[config.mk]
export PLATFORM = sky130hd
export DESIGN_NAME = uart_tx_io
export DESIGN_NICKNAME = d
export VERILOG_FILES = /design/src/rtl/uart_tx_io.sv
export SDC_FILE = /design/constraint.sdc
export NUM_CORES = 1
export LEC_CHECK = 0
export ABC_AREA = 1
export BUFFER_PORTS_ARGS = -buffer_cell sky130_fd_sc_hd__buf_2
export CAP_MARGIN = 20
export CORE_MARGIN = 1.5
export CORE_UTILIZATION = 60
export CTS_CLUSTER_SIZE = 20
export DETAILED_ROUTE_END_ITERATION = 10
export HOLD_SLACK_MARGIN = 0.08
export PLACE_DENSITY = 0.84
export SETUP_SLACK_MARGIN = 0.05
export SLEW_MARGIN = 20
export SYNTH_ARGS = -nofsm -noshare
export SYNTH_HDL_FRONTEND = slang
export SYNTH_SLANG_ARGS = --single-unit
[constraint.sdc]
create_clock -name clk -period 3 [get_ports clk]
set_input_delay 0.75 -clock clk [delete_from_list [all_inputs] [get_ports clk]]
set_output_delay 0.75 -clock clk [all_outputs]
set_load 0.05 [all_outputs]
[src/rtl/uart_tx_io.sv]
// Memory-mapped 8N1 UART transmitter on the core IO store bus: TXDATA pushes into a byte FIFO,
// CTRL holds tx_en/irq_en and a write-1-clear for the sticky overflow flag.
//
//   state | meaning
//   IDLE  | line high, waiting for tx_en and a queued byte
//   START | start bit (low) for BAUD_DIV clocks
//   DATA  | eight data bits, LSB first, BAUD_DIV clocks each
//   STOP  | stop bit (high); chains straight into START when more data is queued
module uart_tx_io #(
    parameter int         BAUD_DIV  = 434,
    parameter int         FIFO_AW   = 4,
    parameter logic [9:0] BASE_WADR = 10'h3F8
) (
    input  logic               clk,
    input  logic               rst_n,
    input  logic [9:0]         st_adr_io,
    input  logic [31:0]        st_data_io,
    input  logic [3:0]         st_we_io,
    output logic               uart_tx,
    output logic               tx_busy,
    output logic [FIFO_AW:0]   fifo_level,
    output logic               fifo_ovf,
    output logic               irq_tx
);

    localparam int                DEPTH       = 1 << FIFO_AW;
    localparam logic [15:0]       BAUD_RELOAD = 16'(BAUD_DIV - 1);
    localparam logic [FIFO_AW:0]  LEVEL_FULL  = (FIFO_AW + 1)'(DEPTH);

    typedef enum logic [1:0] {IDLE, START, DATA, STOP} state_t;

    state_t               state, state_nxt;
    logic [15:0]          baud_cnt, baud_nxt;
    logic [2:0]           bit_idx, bit_nxt;
    logic [7:0]           shifter, shift_nxt;
    logic                 tx_nxt;
    logic                 tx_en, irq_en;
    logic [7:0]           mem [DEPTH];
    logic [FIFO_AW-1:0]   wr_ptr, rd_ptr;

    logic wr_txdata, wr_ctrl, fifo_empty, fifo_full, baud_zero, pop, push;
    logic unused_bits;

    assign unused_bits = ^{st_data_io[31:8], st_we_io[3:1]};

    assign wr_txdata  = st_we_io[0] && (st_adr_io == BASE_WADR);
    assign wr_ctrl    = st_we_io[0] && (st_adr_io == BASE_WADR + 10'd1);
    assign fifo_empty = (fifo_level == '0);
    assign fifo_full  = (fifo_level == LEVEL_FULL);
    assign baud_zero  = (baud_cnt == 16'd0);

    // A pop happens only on the transition into START, either from IDLE or chained from STOP.
    assign pop  = tx_en && !fifo_empty &&
                  ((state == IDLE) || ((state == STOP) && baud_zero));
    assign push = wr_txdata && (!fifo_full || pop);

    assign tx_busy = (state != IDLE);

    always_comb begin
        state_nxt = state;
        baud_nxt  = ((state == IDLE) || baud_zero) ? baud_cnt : baud_cnt - 16'd1;
        bit_nxt   = bit_idx;
        shift_nxt = shifter;
        case (state)
            IDLE: begin
                if (pop) begin
                    shift_nxt = mem[rd_ptr];
                    baud_nxt  = BAUD_RELOAD;
                    state_nxt = START;
                end
            end
            START: begin
                if (baud_zero) begin
                    baud_nxt  = BAUD_RELOAD;
                    bit_nxt   = 3'd0;
                    state_nxt = DATA;
                end
            end
            DATA: begin
                if (baud_zero) begin
                    baud_nxt = BAUD_RELOAD;
                    if (bit_idx == 3'd7) begin
                        state_nxt = STOP;
                    end else begin
                        bit_nxt   = bit_idx + 3'd1;
                        shift_nxt = {1'b0, shifter[7:1]};
                    end
                end
            end
            STOP: begin
                if (baud_zero) begin
                    if (pop) begin
                        shift_nxt = mem[rd_ptr];
                        baud_nxt  = BAUD_RELOAD;
                        state_nxt = START;
                    end else begin
                        state_nxt = IDLE;
                    end
                end
            end
            default: state_nxt = IDLE;
        endcase
        tx_nxt = (state_nxt == START) ? 1'b0 :
                 (state_nxt == DATA)  ? shift_nxt[0] : 1'b1;
    end

    always_ff @(posedge clk) begin
        if (push) begin
            mem[wr_ptr] <= st_data_io[7:0];
        end
    end

    always_ff @(posedge clk) begin
        if (!rst_n) begin
            state      <= IDLE;
            baud_cnt   <= 16'd0;
            bit_idx    <= 3'd0;
            shifter    <= 8'd0;
            uart_tx    <= 1'b1;
            tx_en      <= 1'b0;
            irq_en     <= 1'b0;
            fifo_ovf   <= 1'b0;
            irq_tx     <= 1'b0;
            wr_ptr     <= '0;
            rd_ptr     <= '0;
            fifo_level <= '0;
        end else begin
            state    <= state_nxt;
            baud_cnt <= baud_nxt;
            bit_idx  <= bit_nxt;
            shifter  <= shift_nxt;
            uart_tx  <= tx_nxt;
            if (push) wr_ptr <= wr_ptr + FIFO_AW'(1);
            if (pop)  rd_ptr <= rd_ptr + FIFO_AW'(1);
            case ({push, pop})
                2'b10:   fifo_level <= fifo_level + (FIFO_AW + 1)'(1);
                2'b01:   fifo_level <= fifo_level - (FIFO_AW + 1)'(1);
                default: fifo_level <= fifo_level;
            endcase
            if (wr_ctrl) begin
                tx_en  <= st_data_io[0];
                irq_en <= st_data_io[1];
                if (st_data_io[2]) fifo_ovf <= 1'b0;
            end
            if (wr_txdata && fifo_full && !pop) fifo_ovf <= 1'b1;
            irq_tx <= irq_en && fifo_empty && (state == IDLE);
        end
    end

endmodule

# After elaboration in Yosys (flattened, before gate mapping)
# Memory sizes are Yosys's and may differ from the RTL's. A register that Yosys moved wholly into a read port is not among the register bits.
# Cells that the tools add are included.
# totals
register_bits	47
ramBits	128
inputBits	48
output_inout_bits	9
mem_count	1
# op_classes
addsub	6
eq_ne	15
muxes	31
reduce_logical	29
# mem_list
memory	depth	width	rd	rd_clocked_by_memory_dff	write_ports	line_no	source
mem	16	8	1	1	1	38	logic [7:0] mem [DEPTH];
# op_table
operator	count
$mux W16	4
$pmux W16 S3	1
$mux W8	4
$pmux W8 S3	1
$eq A10 B10 Y1 const B	2
$logic_not A16 Y1	1
$sub A16 B1 Y16 const B	1
$logic_and A1 B1 Y1	10
$mux W2	5
$pmux W5 S2	1
$reduce_bool A2 Y1	5
$mux W3	3
$add A4 B1 Y4 const B	2
$eq A2 B2 Y1 const B	4
$mux W1	8
$mux W4	2
$ne A2 B2 Y1 const B	4
$pmux W2 S4	1
$reduce_and A4 Y1	2
$eq A2 B1 Y1 const B	3
$pmux W3 S2	1
$add A5 B1 Y5 const B	1
$eq A5 B5 Y1 const B	1
$logic_not A5 Y1	1
9 further kinds	13

# Logic depth before layout (Yosys ltp)
# logic_depth
word_depth	10
depth_mapped	17
depth_no_buf	17

# Least setup slack after synthesis
# OpenSTA, ideal clock, no wires.
# synth_timing
kind	in2reg
from	input port st_adr_io[3]
to	register fifo_level[4]
arrival_time_ps	2439
required_time_ps	2883
path_slack_ps	444
stages	16
path_cell_list	inv_1 > nor2_1 > nand2_1 > nor3_2 > inv_1 > nand2_2 > inv_1 > ha_1 > nand2_1 > nor2_1 > a211oi_1 > nand2_1 > nand2_1 > nand3_1 > nand2_1 > nor2_1
# synth_via
elab_chain_len	5
word_cells_on_any_way	7
# synth_lines
item	line_no	source
start: declaration	16	input logic [9:0] st_adr_io,
$eq A10 B10 Y1 (*)	46	assign wr_txdata = st_we_io[0] && (st_adr_io == BASE_WADR);
$logic_and A1 B1 Y1 (*)	46	
$logic_and A1 B1 Y1 (*)	55	assign push = wr_txdata && (!fifo_full || pop);
$eq A2 B1 Y1 / $eq A2 B2 Y1 (equally long branches)	135	case ({push, pop})
$pmux W5 S2 / $reduce_bool A2 Y1 (equally long branches)	--	
end signal: assignment	136	2'b10: fifo_level <= fifo_level + (FIFO_AW + 1)'(1);
end signal: assignment	137	2'b01: fifo_level <= fifo_level - (FIFO_AW + 1)'(1);
end signal: assignment	138	default: fifo_level <= fifo_level;
end: declaration	21	output logic [FIFO_AW:0] fifo_level,
# Every way passes the cells marked *; elsewhere a longest branch is shown, timed or not.
# A chain may end at the register's enable or synchronous reset.

# Final worst setup path
# layout_timing
from	register baud_cnt[0]
to	register fifo_level[4]
# layout_via
elab_chain_len	8
word_cells_on_any_way	10
# layout_lines
item	line_no	source
start: declaration	33	logic [15:0] baud_cnt, baud_nxt;
start signal: assignment	129	baud_cnt <= baud_nxt;
$logic_not A16 Y1 (*)	50	assign baud_zero = (baud_cnt == 16'd0);
$logic_and A1 B1 Y1 (*)	54	((state == IDLE) || ((state == STOP) && baud_zero));
$logic_or A1 B1 Y1 (*)	54	
$logic_and A1 B1 Y1 (*)	53	assign pop = tx_en && !fifo_empty &&
$logic_or A1 B1 Y1	55	
$logic_and A1 B1 Y1	55	
$eq A2 B1 Y1 / $eq A2 B2 Y1 (equally long branches)	135	
$pmux W5 S2 / $reduce_bool A2 Y1 (equally long branches)	--	
# Marks and branches as above.

==> flow_summary.toml <==
[run_status]
status = "completed"

[clocking]
cts_made_buffers = 17
cts_setup_buffers = 0
ctsHoldBuffers = 0
cts-root-buf = "clkbuf_16"
cts_htree_levels = 4
cts_tree = "yes"
cts.sinks = 179
path_clk_slew_ns = 0.07
cts-resized-gates = 0
cts_max_path_buffers = 2
clock_latency_ns = 0.43

[detailed_routing]
firstDrtPassIters = 6
vias = 5919
wl_met2_um = 8150
wl_met1_um = 6910
drt-total-wl_um = 16800
top_layer = "met4"
drt-initial-drc-count = 517
wire_per_inst_um = 15.9
avgViaCountPerCell = 5.58
ant_nets = 0
met3_length_um = 1270
drc = 0

[synthesis]
syn_nets = 898
synth_edf_count = 128
synthCells = 833
synth_top_area_share = 0.467
avgSynthCellArea_um2 = 9.87
synthArstFlopShare = 0
ys.flop_type = "edfxtp_1"
synth.distinct_cells = 43
synth_area_mm2 = 0.00823
synth.largest_area_cell = "edfxtp_1"
seq_area_frac_synth = 0.591
yosys-top-cells-area = "edfxtp_1 (47%), dfxtp_1 (12%), nand2_1 (9.9%)"
ys_seq_elements = 179
yosys_warnings = 0

[critical_path]
r2r_start = "baud_cnt[0]$_SDFF_PN0_"
r2r_setup_slack_ns = 0.39
reg2reg_depth = 17
r2r_end = "fifo_level[4]$_SDFFE_PN0P_"
start_kind = "flip-flop"
startpoint = "baud_cnt[0]$_SDFF_PN0_"
crit_arrival_ns = 2.94
worstPathMaxFanout = 5
criticalPathCategory = "reg2reg"
cp_data_required_time_ns = 3.33
critPathCaptureType = "flip-flop"

[sta]
setup-tns-final_ns = 0
fin_ws_ns = 0.392
grt_setup_unrepaired = "no"
holdWs_ns = 0.478
fin_crit_sh = 0.869
min_period_ns = 2.61
tightest_slew_ns = 0.742
setup_viol = 0
max_freq_mhz = 383
hold_viol = 0
maxSlewViolCount = 0
fin_skew_ns = 0.00697
slew_headroom = 0.505

[hold_path]
min_to = "bit_idx[1]$_SDFFE_PN0P_"
hold_class = "reg2reg"
worstHoldPathCells = 2
hp-start = "bit_idx[1]$_SDFFE_PN0P_"

[global_routing]
grt_pass1_wl_um = 27200
grt_pass1_vias = 5645
antenna_found_initial = 0
grt_usage = 0.249
grt_max_degree = 65
grt-ovfl-total = 0

[placed_design]
gp_congestion = 0.885
io_buffers = 29
dp_hpwl_um = 10800
dpl_worst_slack_ns = 0.164

[floorplan]
rows = 42
core_region_area_mm2 = 0.0133
die_w_um = 120
start_util = 0.619
io_pins = 57
design.die.area_mm2 = 0.0144
die_y_um = 120

[final_layout]
final_nets = 937
syn_to_final_growth_pct = 11.9
multiInputGateArea_mm2 = 0.00301
drive_gt1_frac = 0.162
regArea_mm2 = 0.00487
fillCellCount = 920
antenna_cells = 0

[pwr]
power.total_w = 0.00697
ir_worst_vdd_mv = 0.428
power.density_mw_per_mm2 = 757
p_leak_nw = 3.54

[flow_run]
drv_cap = 0
power by group:
group	total (W)	switching (W)	internal, W
clock	0.00222	0.000967	0.00125
combinational	0.00192	0.00130	0.000619
sequential	0.00283	0.0000942	0.00274
cells in the mapped netlist, drive strengths merged, types with 5 or more instances:
| cell | number |
|---|---|
| dfxtp | 51 |
| a31oi | 6 |
| nor2 | 80 |
| inv | 53 |
| nand4 | 8 |
| a211oi | 7 |
| o21ai | 27 |
| clkbuf | 13 |
| buf | 18 |
| ha | 16 |
| a21oi | 33 |
| xor2 | 11 |
| nand2 | 234 |
| edfxtp | 128 |
| nand3 | 132 |
| nor3 | 5 |
kinds of logic after synthesis:
family	count (synthesis)	synth area share
and+or+nand+nor	463	0.261
DFF	179	0.591
buffers and inverters	84	0.0426
AOI/OAI and AO/OA	75	0.0627
adders and majority gates	17	0.0268
xor gates and xnor gates	15	0.0160
flip-flops by register name, summed over array words and instances, names as in the netlist, named ones only:
signal / cells
fifo_level: 5
uart_tx: 1
shifter: 8
mem: 128
irq_en: 1
fifo_ovf: 1
bit_idx: 3
rd_ptr: 4
irq_tx: 1
state: 2
wr_ptr: 4
baud_cnt: 16
tx_en: 1
placed cells by master, fill, tap and decap left out, drive strengths merged:
master / n
buf: 51
a31oi: 6
fa: 1
a211oi: 7
edfxtp: 128
nand2: 234
dfxtp: 51
nor3: 5
nand4: 8
a21oi: 33
or2: 1
xnor2: 4
bufinv: 2
nor3b: 1
clkbuf: 17
o21ai: 27
ha: 16
nand3b: 1
nor4: 1
o211ai: 2
nand3: 132
nor2: 80
xor2: 11
clkinv: 7
inv: 59
worst max-delay path by stage:
| stage | cells past startpoint | slack, ns | endpoint |
|---|---|---|---|
| 6_report | 17 | 0.39 | fifo_level[4]$_SDFFE_PN0P_ |
| 5_1_grt | 17 | 0.18 | fifo_level[4]$_SDFFE_PN0P_ |
| 4_1_cts | 17 | 0.38 | fifo_level[4]$_SDFFE_PN0P_ |
| 3_5_place_dp | 16 | 0.16 | fifo_level[4]$_SDFFE_PN0P_ |
| 3_3_place_gp | 16 | 0.24 | fifo_level[4]$_SDFFE_PN0P_ |
| 2_1_floorplan | 16 | 0.44 | fifo_level[4]$_SDFFE_PN0P_ |
layer usage:
metal / global-route usage / up-vias
li1: - / 2913
met1: 0.323 / 2748
met2: 0.402 / 227
met3: 0.0518 / 31
met4: 0.115 / 0
met5: 0 / -
critical path, cell delays in order (launching register included):
cell and delay, ns:
dfxtp_1 0.31, inv_1 0.11, ha_1 0.22, nand2_4 0.10, nor2_4 0.16, nand3_4 0.11, a21oi_4 0.24, nand2_2 0.13
inv_1 0.12, ha_1 0.28, nand2_1 0.08, nor2_1 0.04, a211oi_1 0.23, nand2_1 0.08, nand2_1 0.10, nand3_1 0.08
nand2_1 0.07, nor2_1 0.04
through the flow:
| step | std cells | instance area, µm² | util |
|---|---|---|---|
| after floorplan | 833 | 8230 | - |
| after global placement | 1029 | 8610 | 0.647 |
| after detailed placement | 1029 | 8610 | 0.647 |
| after CTS | 1061 | 9210 | 0.692 |
| after global routing | 1061 | 9210 | 0.692 |
| final | 1061 | 9210 | 0.692 |
final cells by class:
type | instances | share of cell area
repair buffers | 51 | 0.0337
clock buffers | 17 | 0.0462
flip-flops and latches | 179 | 0.529
clock inverters | 15 | 0.0186
well taps | 176 | 0.0239
inverters | 53 | 0.0219
multi-input cells | 570 | 0.327
(Power assumes the default switching activity.)
